$ cat src/rtl/setpoint_pacer_if.sv
// Host write handshake into the setpoint pacer FIFO.
interface setpoint_pacer_if #(
  parameter int DW = 17
);
  logic [DW-1:0] wr_data;
  logic          wr_valid;
  logic          wr_ready;

  // Host side: drives the setpoint and its valid, watches ready.
  modport master (
    output wr_data,
    output wr_valid,
    input  wr_ready
  );

  // Pacer side: takes the setpoint, reports FIFO space.
  modport slave (
    input  wr_data,
    input  wr_valid,
    output wr_ready
  );
endinterface

$ cat src/rtl/setpoint_pacer.sv
// Setpoint pacer: buffers host setpoints in a small FIFO and releases one
// every PERIOD cycles as a registered strobe plus value for the interpolator.
module setpoint_pacer #(
  parameter int PERIOD = 350,
  parameter int CNTW   = 9,
  parameter int DW     = 17,
  parameter int AW     = 2
) (
  input  logic              clk,
  input  logic              rst_n,
  input  logic              enable,
  input  logic              err_clr,
  setpoint_pacer_if.slave   wr,
  output logic [DW-1:0]     y_out,
  output logic              strobe,
  output logic [CNTW-1:0]   phase,
  output logic [AW:0]       fill,
  output logic              underrun
);

  localparam logic [CNTW-1:0] PHASE_LAST = CNTW'(PERIOD - 1);
  localparam int              DEPTH      = 2 ** AW;

  logic [DW-1:0] mem [DEPTH];
  logic [AW:0]   wr_ptr;
  logic [AW:0]   rd_ptr;
  logic          full;
  logic          empty;
  logic          tick;
  logic          push;
  logic          pop;

  // FIFO status decoded straight from the pointer registers.
  always_comb begin
    full  = (wr_ptr[AW] != rd_ptr[AW]) && (wr_ptr[AW-1:0] == rd_ptr[AW-1:0]);
    empty = (wr_ptr == rd_ptr);
    fill  = wr_ptr - rd_ptr;
    tick  = enable && (phase == PHASE_LAST);
    push  = wr.wr_valid && !full;
    // An empty FIFO never falls through: a same-cycle push is only stored.
    pop   = tick && !empty;
    wr.wr_ready = !full;
  end

  // Phase counter: free-runs 0..PERIOD-1 while enabled, parked at 0 otherwise.
  always_ff @(posedge clk or negedge rst_n) begin
    if (!rst_n) begin
      phase <= '0;
    end else if (!enable || tick) begin
      phase <= '0;
    end else begin
      phase <= phase + 1'b1;
    end
  end

  // Storage array; contents need no reset since the pointers gate every read.
  always_ff @(posedge clk) begin
    if (push) begin
      mem[wr_ptr[AW-1:0]] <= wr.wr_data;
    end
  end

  // Read/write pointers with one extra wrap bit to tell full from empty.
  always_ff @(posedge clk or negedge rst_n) begin
    if (!rst_n) begin
      wr_ptr <= '0;
      rd_ptr <= '0;
    end else begin
      if (push) wr_ptr <= wr_ptr + 1'b1;
      if (pop)  rd_ptr <= rd_ptr + 1'b1;
    end
  end

  // Output stage: strobe every tick; value advances only when data was waiting.
  always_ff @(posedge clk or negedge rst_n) begin
    if (!rst_n) begin
      strobe <= 1'b0;
      y_out  <= '0;
    end else begin
      strobe <= tick;
      if (pop) begin
        y_out <= mem[rd_ptr[AW-1:0]];
      end
    end
  end

  // Sticky underrun flag; a fresh underrun beats a coincident clear.
  always_ff @(posedge clk or negedge rst_n) begin
    if (!rst_n) begin
      underrun <= 1'b0;
    end else if (tick && empty) begin
      underrun <= 1'b1;
    end else if (err_clr) begin
      underrun <= 1'b0;
    end
  end

endmodule
$ cat src/flat_wrapper.sv
// flat-port wrapper written by rule: the top's interface ports become plain ports
module setpoint_pacer_flat 
#(
  parameter int PERIOD = 350,
  parameter int CNTW   = 9,
  parameter int DW     = 17,
  parameter int AW     = 2
)
  (clk, rst_n, enable, err_clr, y_out, strobe, phase, fill, underrun, wr_wr_data, wr_wr_valid, wr_wr_ready);
  setpoint_pacer_if #(.DW(DW)) wr_i ();
  input  logic clk;
  input  logic rst_n;
  input  logic enable;
  input  logic err_clr;
  output logic [DW-1:0] y_out;
  output logic strobe;
  output logic [CNTW-1:0] phase;
  output logic [AW:0] fill;
  output logic underrun;
  input wire logic [$bits(wr_i.wr_data)-1:0] wr_wr_data;
  input wire logic [$bits(wr_i.wr_valid)-1:0] wr_wr_valid;
  output wire logic [$bits(wr_i.wr_ready)-1:0] wr_wr_ready;
  assign wr_i.wr_data = wr_wr_data;
  assign wr_i.wr_valid = wr_wr_valid;
  assign wr_wr_ready = wr_i.wr_ready;
  setpoint_pacer #(.PERIOD(PERIOD), .CNTW(CNTW), .DW(DW), .AW(AW)) u_core (.clk(clk), .rst_n(rst_n), .enable(enable), .err_clr(err_clr), .wr(wr_i), .y_out(y_out), .strobe(strobe), .phase(phase), .fill(fill), .underrun(underrun));
endmodule
$ cat config.mk
export PLATFORM = sky130hd
export DESIGN_NAME = setpoint_pacer_flat
export DESIGN_NICKNAME = d
export VERILOG_FILES = /design/src/rtl/setpoint_pacer_if.sv /design/src/rtl/setpoint_pacer.sv /design/src/flat_wrapper.sv
export SDC_FILE = /design/constraint.sdc
export NUM_CORES = 1
export LEC_CHECK = 0
export BUFFER_PORTS_ARGS = -buffer_cell sky130_fd_sc_hd__buf_2
export CAP_MARGIN = 15
export CORE_ASPECT_RATIO = 0.5
export CORE_MARGIN = 10
export CORE_UTILIZATION = 41
export DETAILED_ROUTE_END_ITERATION = 10
export PLACE_DENSITY_LB_ADDON = 0.1
export SYNTH_ARGS = -nofsm -noshare
export SYNTH_HDL_FRONTEND = slang
export SYNTH_SLANG_ARGS = --single-unit
export TNS_END_PERCENT = 20
$ cat constraint.sdc
create_clock -name clk -period 2.8 [get_ports clk]
set_clock_uncertainty 0.15 [all_clocks]
set_input_delay 0.56 -clock clk [delete_from_list [all_inputs] [get_ports clk]]
set_output_delay 0.56 -clock clk [all_outputs]
set_load 0.03 [all_outputs]
==> flow_metrics.tcl, run 1 <==
set metrics [dict create \
    status "completed" \
    synth_nets 242 \
    wl_met3_um 392 \
    switching_share_pct 25.8 \
    cts_max_level 3 \
    ir_worst_vdd_mv 0.320 \
    clock-root-buffer "clkbuf_16" \
    crit_chain "inv_1 -> ha_1 -> fa_1 -> xnor2_1 -> buf_2" \
    finalNetCount 307 \
    top_layer_used "met4" \
    cp-start-kind "flip-flop" \
    maxSlewViolCount 0 \
    post_drt_wl_per_cell_um 17.7 \
    grt_pass1_vias 2274 \
    finish.utilization_pct 50.3 \
    cts_setup_buffers 0 \
    hold_violations 0 \
    ys_warn_count 0 \
    wirelength_mm 7.36 \
    num_antenna_cells 0 \
    fmax_mhz 404 \
    grt_pass1_wl_mm 12.2 \
    drive_above_1_share_pct 40.4 \
    synth.avg_cell_area_um2 19.2 \
    yosys.area.top_type "edfxtp_1" \
    cp_top_family "adder cells" \
    setup_slack_ns 0.327 \
    hold_buffers 0 \
    dieWidth_um 160 \
    fillCellCount 809 \
    syn_inst 210 \
    max_cap_viol_count 0 \
    place.port_buffers 53 \
    area.sequential_um2 2890 \
    met2_length_mm 3.56 \
    grt_overflow_total 0 \
    sequentialPowerShare_pct 53.1 \
    layout_commonest_cell "edfxtp_1" \
    clockBufferDepth 2 \
    slew-limit-headroom_pct 43.6 \
    place_inst 399 \
    p_clk_share_pct 32.3 \
    clk_latency_ns 0.34 \
    crit_fanout 4 \
    ys_seq_elements 102 \
    cts.clk_slew.worst_paths_ns 0.07 \
    end_kind "output pin" \
    routabilityCongestion 0.770 \
    fin_crit_sh_pct 88.3 \
    finalCriticalPeriod_ns 2.47 \
    dieArea_um2 14400 \
    setup_tns_ns 0 \
    mostFrequentLayoutCells "68 x edfxtp_1, 53 x buf_2, 34 x dfrtp_1" \
    combinationalPowerShare_pct 14.5 \
    cts-resized-gates 0 \
    ant_nets 0 \
    netlist-cell-type-count 30 \
    finalSetupViolCount 0 \
    post-dp-hpwl_mm 4.87 \
    hold_path_class "primary input to async pin" \
    multi_input_area_um2 1070 \
    cts_sinks 102 \
    p_per_area_nw_per_um2 753 \
    start_util_pct 42.3 \
    syn_to_final_growth_pct 18.8 \
    worst_pin_slew_ns 0.846 \
    top_level_ports 54 \
    cp_slowest_cell "fa_1" \
    netlist_area_um2 4020 \
    synth-seq-area-share_pct 71.9 \
    synth_top_area_share_pct 50.8 \
    rows 25 \
    synthTopCellsByArea "edfxtp_1 51%, dfrtp_1 21%, mux4_2 9.5%" \
    preCtsSetupSlack_ns 0.627 \
    final_cells 415 \
    drt-met1-wl_mm 3.30 \
    grtUsageTotal_pct 10.9 \
    path_class "flip-flop to output pin" \
    via_per_inst 4.82 \
    p_int_w 0.00267 \
    numCtsBuffers 9 \
    p_leak_nw 1.95 \
    cp.required_ns 2.09 \
    dr.pass1.iters 4 \
    via_count 2000 \
    p_sw_w 0.000929 \
    grt_max_degree 35 \
    die_h_um 90.0 \
    rsz0062_at_grt "false" \
    critPathBufInv 2 \
    grt_antenna_before_repair 0 \
    cts_tree "yes" \
    drc_errors 0 \
    cp.arrival_ns 1.76 \
    fp.coreArea_um2 9510 \
    max_stage_delay_ns 0.38 \
    drtIter0Drc 58 \
]
synth_stat cells:
library cell  number
nor3_4             1
inv_1              9
nor2_1             6
o21ai_1            1
or2_2              1
or3_1              3
o21a_1             1
xnor2_1            6
nand2_1            4
nand4bb_2          1
and3_1             1
o21ai_0            4
mux2_4             9
and2_1             4
mux4_2            17
buf_6              1
mux2_2             9
a21oi_1            3
edfxtp_1          68
clkbuf_1           1
nand3_1            6
nand4_1            1
ha_1               9
o22ai_1            1
buf_2              2
xor2_1             4
buf_1              1
nand2_4            1
fa_1               1
dfrtp_1           34
logic make-up after synthesis:
logic type / Yosys count / share of synthesized area (%)
adder cells (fa/ha/maj): 10 / 3.30
multiplexers: 35 / 15.4
XOR/XNOR: 10 / 2.18
AND/OR/NAND/NOR: 29 / 4.32
AO/OA/AOI/OAI: 10 / 1.34
flip-flops: 102 / 71.9
buffers and inverters: 14 / 1.55
per-stage QoR:
stage          power (W)  instance area, um^2  hold WS, ns
6_report         0.00360                 4780        0.178
5_1_grt          0.00378                 4780        0.245
4_1_cts          0.00366                 4780        0.207
3_5_place_dp     0.00249                 4500        0.338
3_3_place_gp     0.00247                 4500        0.332
2_1_floorplan    0.00225                 4020        0.114
worst register-to-register path, stage by stage (launching register included):
cell and delay (ns):
dfrtp_1 0.40, inv_1 0.14, ha_1 0.28, nand2_1 0.09
o21a_1 0.22, and2_1 0.38, buf_12 0.20
flip-flops by register name, summed over array words and instances, names as in the netlist:
| name | count |
|---|---|
| u_core.mem | 68 |
| u_core.y_out | 17 |
| u_core.phase | 9 |
| u_core.rd_ptr | 3 |
| u_core.wr_ptr | 3 |
| u_core.strobe | 1 |
| u_core.underrun | 1 |
final timing paths:
kind                                  start          endpoint  slack (ns)  cells after the start
max                        u_core.wr_ptr[0]           fill[2]        0.33                      5
min                                   rst_n   u_core.phase[1]        0.18                      1
max reg2reg                u_core.wr_ptr[0]  u_core.mem[2][6]        0.65                      6
min reg2reg                u_core.wr_ptr[2]  u_core.wr_ptr[2]        0.35                      1
max in group asynchronous             rst_n  u_core.rd_ptr[2]        1.79                      1
min in group clk                    err_clr   u_core.underrun        0.27                      2
routing by layer:
layer / vias to the layer above / track usage (%)
met5: - / 0
met3: 15 / 3.87
li1: 923 / -
met1: 1017 / 13.1
met4: 0 / 4.33
met2: 45 / 17.6
layout make-up:
type / instances / share of cell area, %
clock buffers: 10 / 5.00
clock inverters: 6 / 0.890
inverters: 9 / 0.707
multi-input cells: 94 / 22.3
flip-flops and latches: 102 / 60.5
well taps: 135 / 3.53
repair buffers: 59 / 7.02
power groups by stage:
stage                     sequential [W]  combinational (W)  clock [W]
after detailed placement         0.00195           0.000542          0
after CTS                        0.00191           0.000544    0.00120
after global placement           0.00194           0.000536          0
final                            0.00191           0.000524    0.00116
after global routing             0.00193           0.000586    0.00126
after floorplan                  0.00193           0.000321          0
Note: power is estimated with default switching activity, not from simulation.
==> run 2, diff against run 1 <==
--- a/config.mk
+++ b/config.mk
@@ -5,12 +5,14 @@
 export SDC_FILE = /design/constraint.sdc
 export NUM_CORES = 1
 export LEC_CHECK = 0
+export ABC_CLOCK_PERIOD_IN_PS = 2800
 export BUFFER_PORTS_ARGS = -buffer_cell sky130_fd_sc_hd__buf_2
 export CAP_MARGIN = 15
 export CORE_ASPECT_RATIO = 0.5
 export CORE_MARGIN = 10
 export CORE_UTILIZATION = 41
 export DETAILED_ROUTE_END_ITERATION = 10
+export GPL_TIMING_DRIVEN = 0
 export PLACE_DENSITY_LB_ADDON = 0.1
 export SYNTH_ARGS = -nofsm -noshare
 export SYNTH_HDL_FRONTEND = slang
==> flow_metrics.tcl, run 2 (synthesis results as in run 1) <==
set metrics [dict create \
    status "completed" \
    fp.coreArea_um2 9510 \
    setup_slack_ns 0.232 \
    final_cells 414 \
    preCtsSetupSlack_ns -1.01 \
    hold_violations 0 \
    routabilityCongestion 0.767 \
    cp.arrival_ns 1.86 \
    place_inst 398 \
    place.port_buffers 53 \
    finalNetCount 306 \
    grt_max_degree 35 \
    die_h_um 90.0 \
    p_leak_nw 1.96 \
    largest_reg_flops 68 \
    grtUsageTotal_pct 10.9 \
    clk_latency_ns 0.33 \
    grt_pass1_wl_mm 12.3 \
    max_stage_delay_ns 0.38 \
    grt_overflow_total 0 \
    wirelength_mm 7.38 \
    ant_nets 0 \
    cts_max_level 3 \
    cp_slowest_cell "dfrtp_1" \
    dr.pass1.iters 4 \
    grt_antenna_before_repair 0 \
    cp-start-kind "flip-flop" \
    dieWidth_um 160 \
    clock-root-buffer "clkbuf_16" \
    finalSetupViolCount 0 \
    drc_errors 0 \
    cts_sinks 102 \
    rows 25 \
    cts.clk_slew.worst_paths_ns 0.07 \
    worst_pin_slew_ns 0.842 \
    hold_buffers 0 \
    syn_to_final_growth_pct 19.4 \
    worst_r2r_endpoint "u_core.mem[3][7]" \
    crit_fanout 19 \
    crit_chain "clkbuf_8 -> inv_1 -> ha_1 -> nand2_1 -> or2_2 -> buf_2" \
    slew-limit-headroom_pct 43.8 \
    finalCriticalPeriod_ns 2.57 \
    grt_pass1_vias 2260 \
    post_drt_wl_per_cell_um 17.8 \
    fin_crit_sh_pct 91.7 \
    drtIter0Drc 127 \
    num_antenna_cells 0 \
    dieArea_um2 14400 \
    post-dp-hpwl_mm 4.84 \
    crit_path_end "wr_wr_ready" \
    ff2ff_setup_slack_ns 0.38 \
    path_class "flip-flop to output pin" \
    rsz0062_at_grt "false" \
    hold_path_class "primary input to async pin" \
    numCtsBuffers 9 \
    fmax_mhz 389 \
    drive_above_1_share_pct 41.9 \
    startpoint "u_core.rd_ptr[1]" \
    via_per_inst 4.83 \
    end_kind "output pin" \
    maxSlewViolCount 0 \
    ff2ff_path_depth 6 \
    cp.required_ns 2.09 \
    top_level_ports 54 \
    p_per_area_nw_per_um2 778 \
    max_cap_viol_count 0 \
    ir_worst_vdd_mv 0.407 \
    via_count 2000 \
    cts_tree "yes" \
    start_util_pct 42.3 \
    layout_commonest_cell "edfxtp_1" \
    rr_startpoint "u_core.rd_ptr[1]" \
    mostFrequentLayoutCells "68 x edfxtp_1, 55 x buf_2, 34 x dfrtp_1" \
    clockBufferDepth 2 \
]
==> run 2: cell count changes in the layout (fill, tap and decap cells not counted), sizes merged <==
| cell | change |
|---|---|
| buf | -2 |
| bufinv | +2 |
| clkinv | -1 |
==> run 2: layer usage <==
layer | global-route usage (%) | vias to the layer above | routed length, um
met5 | 0 | - | 0
met4 | 2.51 | 0 | 23
met3 | 4.55 | 2 | 407
met2 | 17.4 | 45 | 3510
met1 | 13.6 | 1028 | 3440
li1 | - | 925 | -
==> run 2: critical path, delay by kind of cell, from the launching register on <==
family,cells,cell delay [ns]
flops,1,0.38
simple gates,2,0.34
fa+ha+maj,1,0.31
buf+inv,3,0.51
==> run 2: per-stage QoR <==
| step | instance area (um^2) | setup TNS (ns) | total power, W | hold WS [ns] | util [%] |
|---|---|---|---|---|---|
| 2_1_floorplan | 4020 | 0 | 0.00225 | 0.114 | - |
| 3_3_place_gp | 4460 | -74.95 | 0.00242 | 0.326 | 46.9 |
| 3_5_place_dp | 4460 | -71.93 | 0.00244 | 0.327 | 46.9 |
| 4_1_cts | 4810 | 0 | 0.00379 | 0.209 | 50.6 |
| 5_1_grt | 4800 | 0 | 0.00393 | 0.247 | 50.5 |
| 6_report | 4800 | 0 | 0.00374 | 0.175 | 50.5 |
==> run 2: cell type report <==
type                    count  area (um^2)
multi-input cells          94         1070
plain buffers               4         35.0
fillers                   814         4700
flip-flops and latches    102         2890
clock buffers               9          225
repair buffers             54          273
clock inverters             7          104
well taps                 135          169
inverters                   9         33.8
==> run 2: timing repair <==
item,CTS,global route
resized for setup,10,0
endpoints found under the setup margin,89,1
pin swaps,0,0
hold endpoints to repair,0,0
gates cloned,0,0
setup buffers,0,1
==> run 2: how the worst min path moves through the flow <==
stage,startpoint,end
2_1_floorplan,rst_n,u_core.phase[0]
5_1_grt,rst_n,u_core.y_out[4]
3_5_place_dp,u_core.wr_ptr[2],u_core.wr_ptr[2]
3_3_place_gp,u_core.wr_ptr[2],u_core.wr_ptr[2]
4_1_cts,rst_n,u_core.y_out[4]
6_report,rst_n,u_core.y_out[4]
==> run 2: report_power, final <==
group	switching, W	internal (W)
logic	0.000333	0.000154
clock network	0.000547	0.000797
registers	0.0000563	0.00185
==> run 3, diff against run 2 <==
--- a/config.mk
+++ b/config.mk
@@ -5,11 +5,11 @@
 export SDC_FILE = /design/constraint.sdc
 export NUM_CORES = 1
 export LEC_CHECK = 0
-export ABC_CLOCK_PERIOD_IN_PS = 2800
+export ABC_CLOCK_PERIOD_IN_PS = 2200
 export BUFFER_PORTS_ARGS = -buffer_cell sky130_fd_sc_hd__buf_2
 export CAP_MARGIN = 15
-export CORE_ASPECT_RATIO = 0.5
-export CORE_MARGIN = 10
+export CORE_ASPECT_RATIO = 0.8
+export CORE_MARGIN = 3
 export CORE_UTILIZATION = 41
 export DETAILED_ROUTE_END_ITERATION = 10
 export GPL_TIMING_DRIVEN = 0
==> constraint.sdc (replaced) <==
create_clock -name clk -period 2.2 [get_ports clk]
set_clock_uncertainty 0.15 [all_clocks]
set_input_delay 0.44 -clock clk [delete_from_list [all_inputs] [get_ports clk]]
set_output_delay 0.44 -clock clk [all_outputs]
set_load 0.03 [all_outputs]
==> flow_metrics.tcl, run 3 (synthesis results as in run 1) <==
set metrics [dict create \
    drtIter0Drc 90 \
    grtUsageTotal_pct 14.2 \
    fp.coreArea_um2 9310 \
    status "complete, but fails checks" \
    grt_overflow_total 0 \
    post_drt_wl_per_cell_um 17.8 \
    syn_to_final_growth_pct 20.4 \
    wirelength_mm 7.14 \
    cts.clk_slew.worst_paths_ns 0.07 \
    routabilityCongestion 0.696 \
    finalNetCount 312 \
    num_antenna_cells 0 \
    drc_errors 0 \
    crit_fanout 4 \
    die_h_um 94.6 \
    totalPowerFinal_w 0.00464 \
    cp-start-kind "flip-flop" \
    mostFrequentLayoutCells "68 x edfxtp_1, 50 x buf_2, 33 x dfrtp_1" \
    fin_area_um2 4840 \
    rows 31 \
    grt_pass1_wl_mm 11.3 \
    multi_input_area_um2 1120 \
    p_clk_share_pct 30.7 \
    fin_crit_sh_pct 103 \
    max_cap_viol_count 0 \
    grt_pass1_vias 2059 \
    post-dp-hpwl_mm 4.33 \
    cp.required_ns 1.61 \
    dr.pass1.iters 4 \
    switching_share_pct 25.8 \
    numCtsBuffers 9 \
    ff2ff_path_depth 7 \
    setup_slack_ns -0.0656 \
    worst_r2r_endpoint "u_core.y_out[13]" \
    via_count 1990 \
    end_kind "output pin" \
    maxSlewViolCount 0 \
    sequentialPowerShare_pct 52.6 \
    clock-root-buffer "clkbuf_16" \
    finalCriticalPeriod_ns 2.27 \
    start_util_pct 43.2 \
    fillCellCount 769 \
    cts_max_level 3 \
    p_leak_nw 1.98 \
    fmax_mhz 441 \
    ant_nets 0 \
    hold_buffers 0 \
    area.sequential_um2 2890 \
    cp.arrival_ns 1.68 \
    dieArea_um2 11000 \
    place.port_buffers 53 \
    cts_tree "yes" \
    dieWidth_um 117 \
    cts_sinks 102 \
    preCtsSetupSlack_ns -0.721 \
    path_class "flip-flop to output pin" \
    grt_antenna_before_repair 0 \
    ir_worst_vdd_mv 0.524 \
    via_per_inst 4.98 \
    hold_path_class "primary input to async pin" \
    clockBufferDepth 2 \
    rr_startpoint "u_core.phase[1]" \
    p_per_area_nw_per_um2 958 \
    grt_max_degree 35 \
    worst_pin_slew_ns 0.892 \
    layout_commonest_cell "edfxtp_1" \
    slew-limit-headroom_pct 40.5 \
    clk_latency_ns 0.34 \
    violations "negative setup slack" \
    drive_above_1_share_pct 46.0 \
    finalSetupViolCount 2 \
    combinationalPowerShare_pct 16.6 \
    hold_violations 0 \
    largest_reg_flops 68 \
    place_area_um2 4440 \
    p_sw_w 0.00120 \
    ff2ff_setup_slack_ns 0.15 \
    p_int_w 0.00344 \
    rsz0062_at_grt "true" \
    top_level_ports 54 \
]
run 3: cell types whose count changed in the layout (fill, tap and decap cells not counted), moves of 3 or more:
cell and delta:
buf_6 +4, inv_1 -3, buf_2 -5, and2_2 -4
inv_2 +3, buf_4 +6, and2_4 +4
run 3: how the worst max path moves through the flow:
stage,end,start
after detailed placement,u_core.mem[2][6],u_core.rd_ptr[1]
after global placement,u_core.mem[0][6],u_core.rd_ptr[1]
after floorplan,u_core.mem[0][0],u_core.rd_ptr[1]
after CTS,wr_wr_ready,u_core.rd_ptr[1]
final,fill[1],u_core.wr_ptr[0]
after global routing,fill[1],u_core.wr_ptr[0]
run 3: power groups by stage:
stage / sequential, W / combinational, W / clock, W
global placement: 0.00247 / 0.000632 / 0
finish: 0.00244 / 0.000772 / 0.00143
floorplan: 0.00246 / 0.000418 / 0
global route: 0.00246 / 0.000856 / 0.00156
detailed placement: 0.00247 / 0.000645 / 0
CTS: 0.00244 / 0.000707 / 0.00148
run 3: repair_timing:
action	4_1_cts	5_1_grt
endpoints found under the setup margin	94	81
resized for setup	20	11
setup buffers	2	5
pin swaps	1	0
run 3: layout make-up:
type | instances | share of cell area (%)
sequential | 102 | 59.8
buffer | 4 | 0.930
clock buffer | 11 | 4.80
tap | 115 | 2.97
inverter | 9 | 0.697
multi-input combinational | 94 | 23.2
timing repair buffer | 60 | 6.95
clock inverter | 5 | 0.672
run 3: routing by layer:
layer / part of all wire (%) / vias up / wire length [um] / track usage [%]
li1: - / 932 / - / -
met1: 50 / 1001 / 3590 / 20.6
met2: 43 / 51 / 3100 / 19.9
met3: 5.2 / 6 / 368 / 5.64
met4: 1.2 / 0 / 84 / 3.72
met5: 0 / - / 0 / 0
run 3: per-stage QoR:
stage | utilization [%] | hold slack, ns | setup TNS [ns] | instances
after global routing | 52.0 | 0.144 | -0.264 | 400
after CTS | 51.4 | 0.0919 | -0.388 | 396
after detailed placement | 47.7 | 0.336 | -53.84 | 378
after floorplan | - | -0.00559 | -3.66 | 210
after global placement | 47.7 | 0.330 | -51.31 | 378
final | 52.0 | 0.0754 | -0.110 | 400
run 3: worst max-delay path: stages, from the launching register on:
cell and delay [ns]:
dfrtp_1 0.39, inv_2 0.09, ha_4 0.16, fa_2 0.53, inv_2 0.04, buf_6 0.12
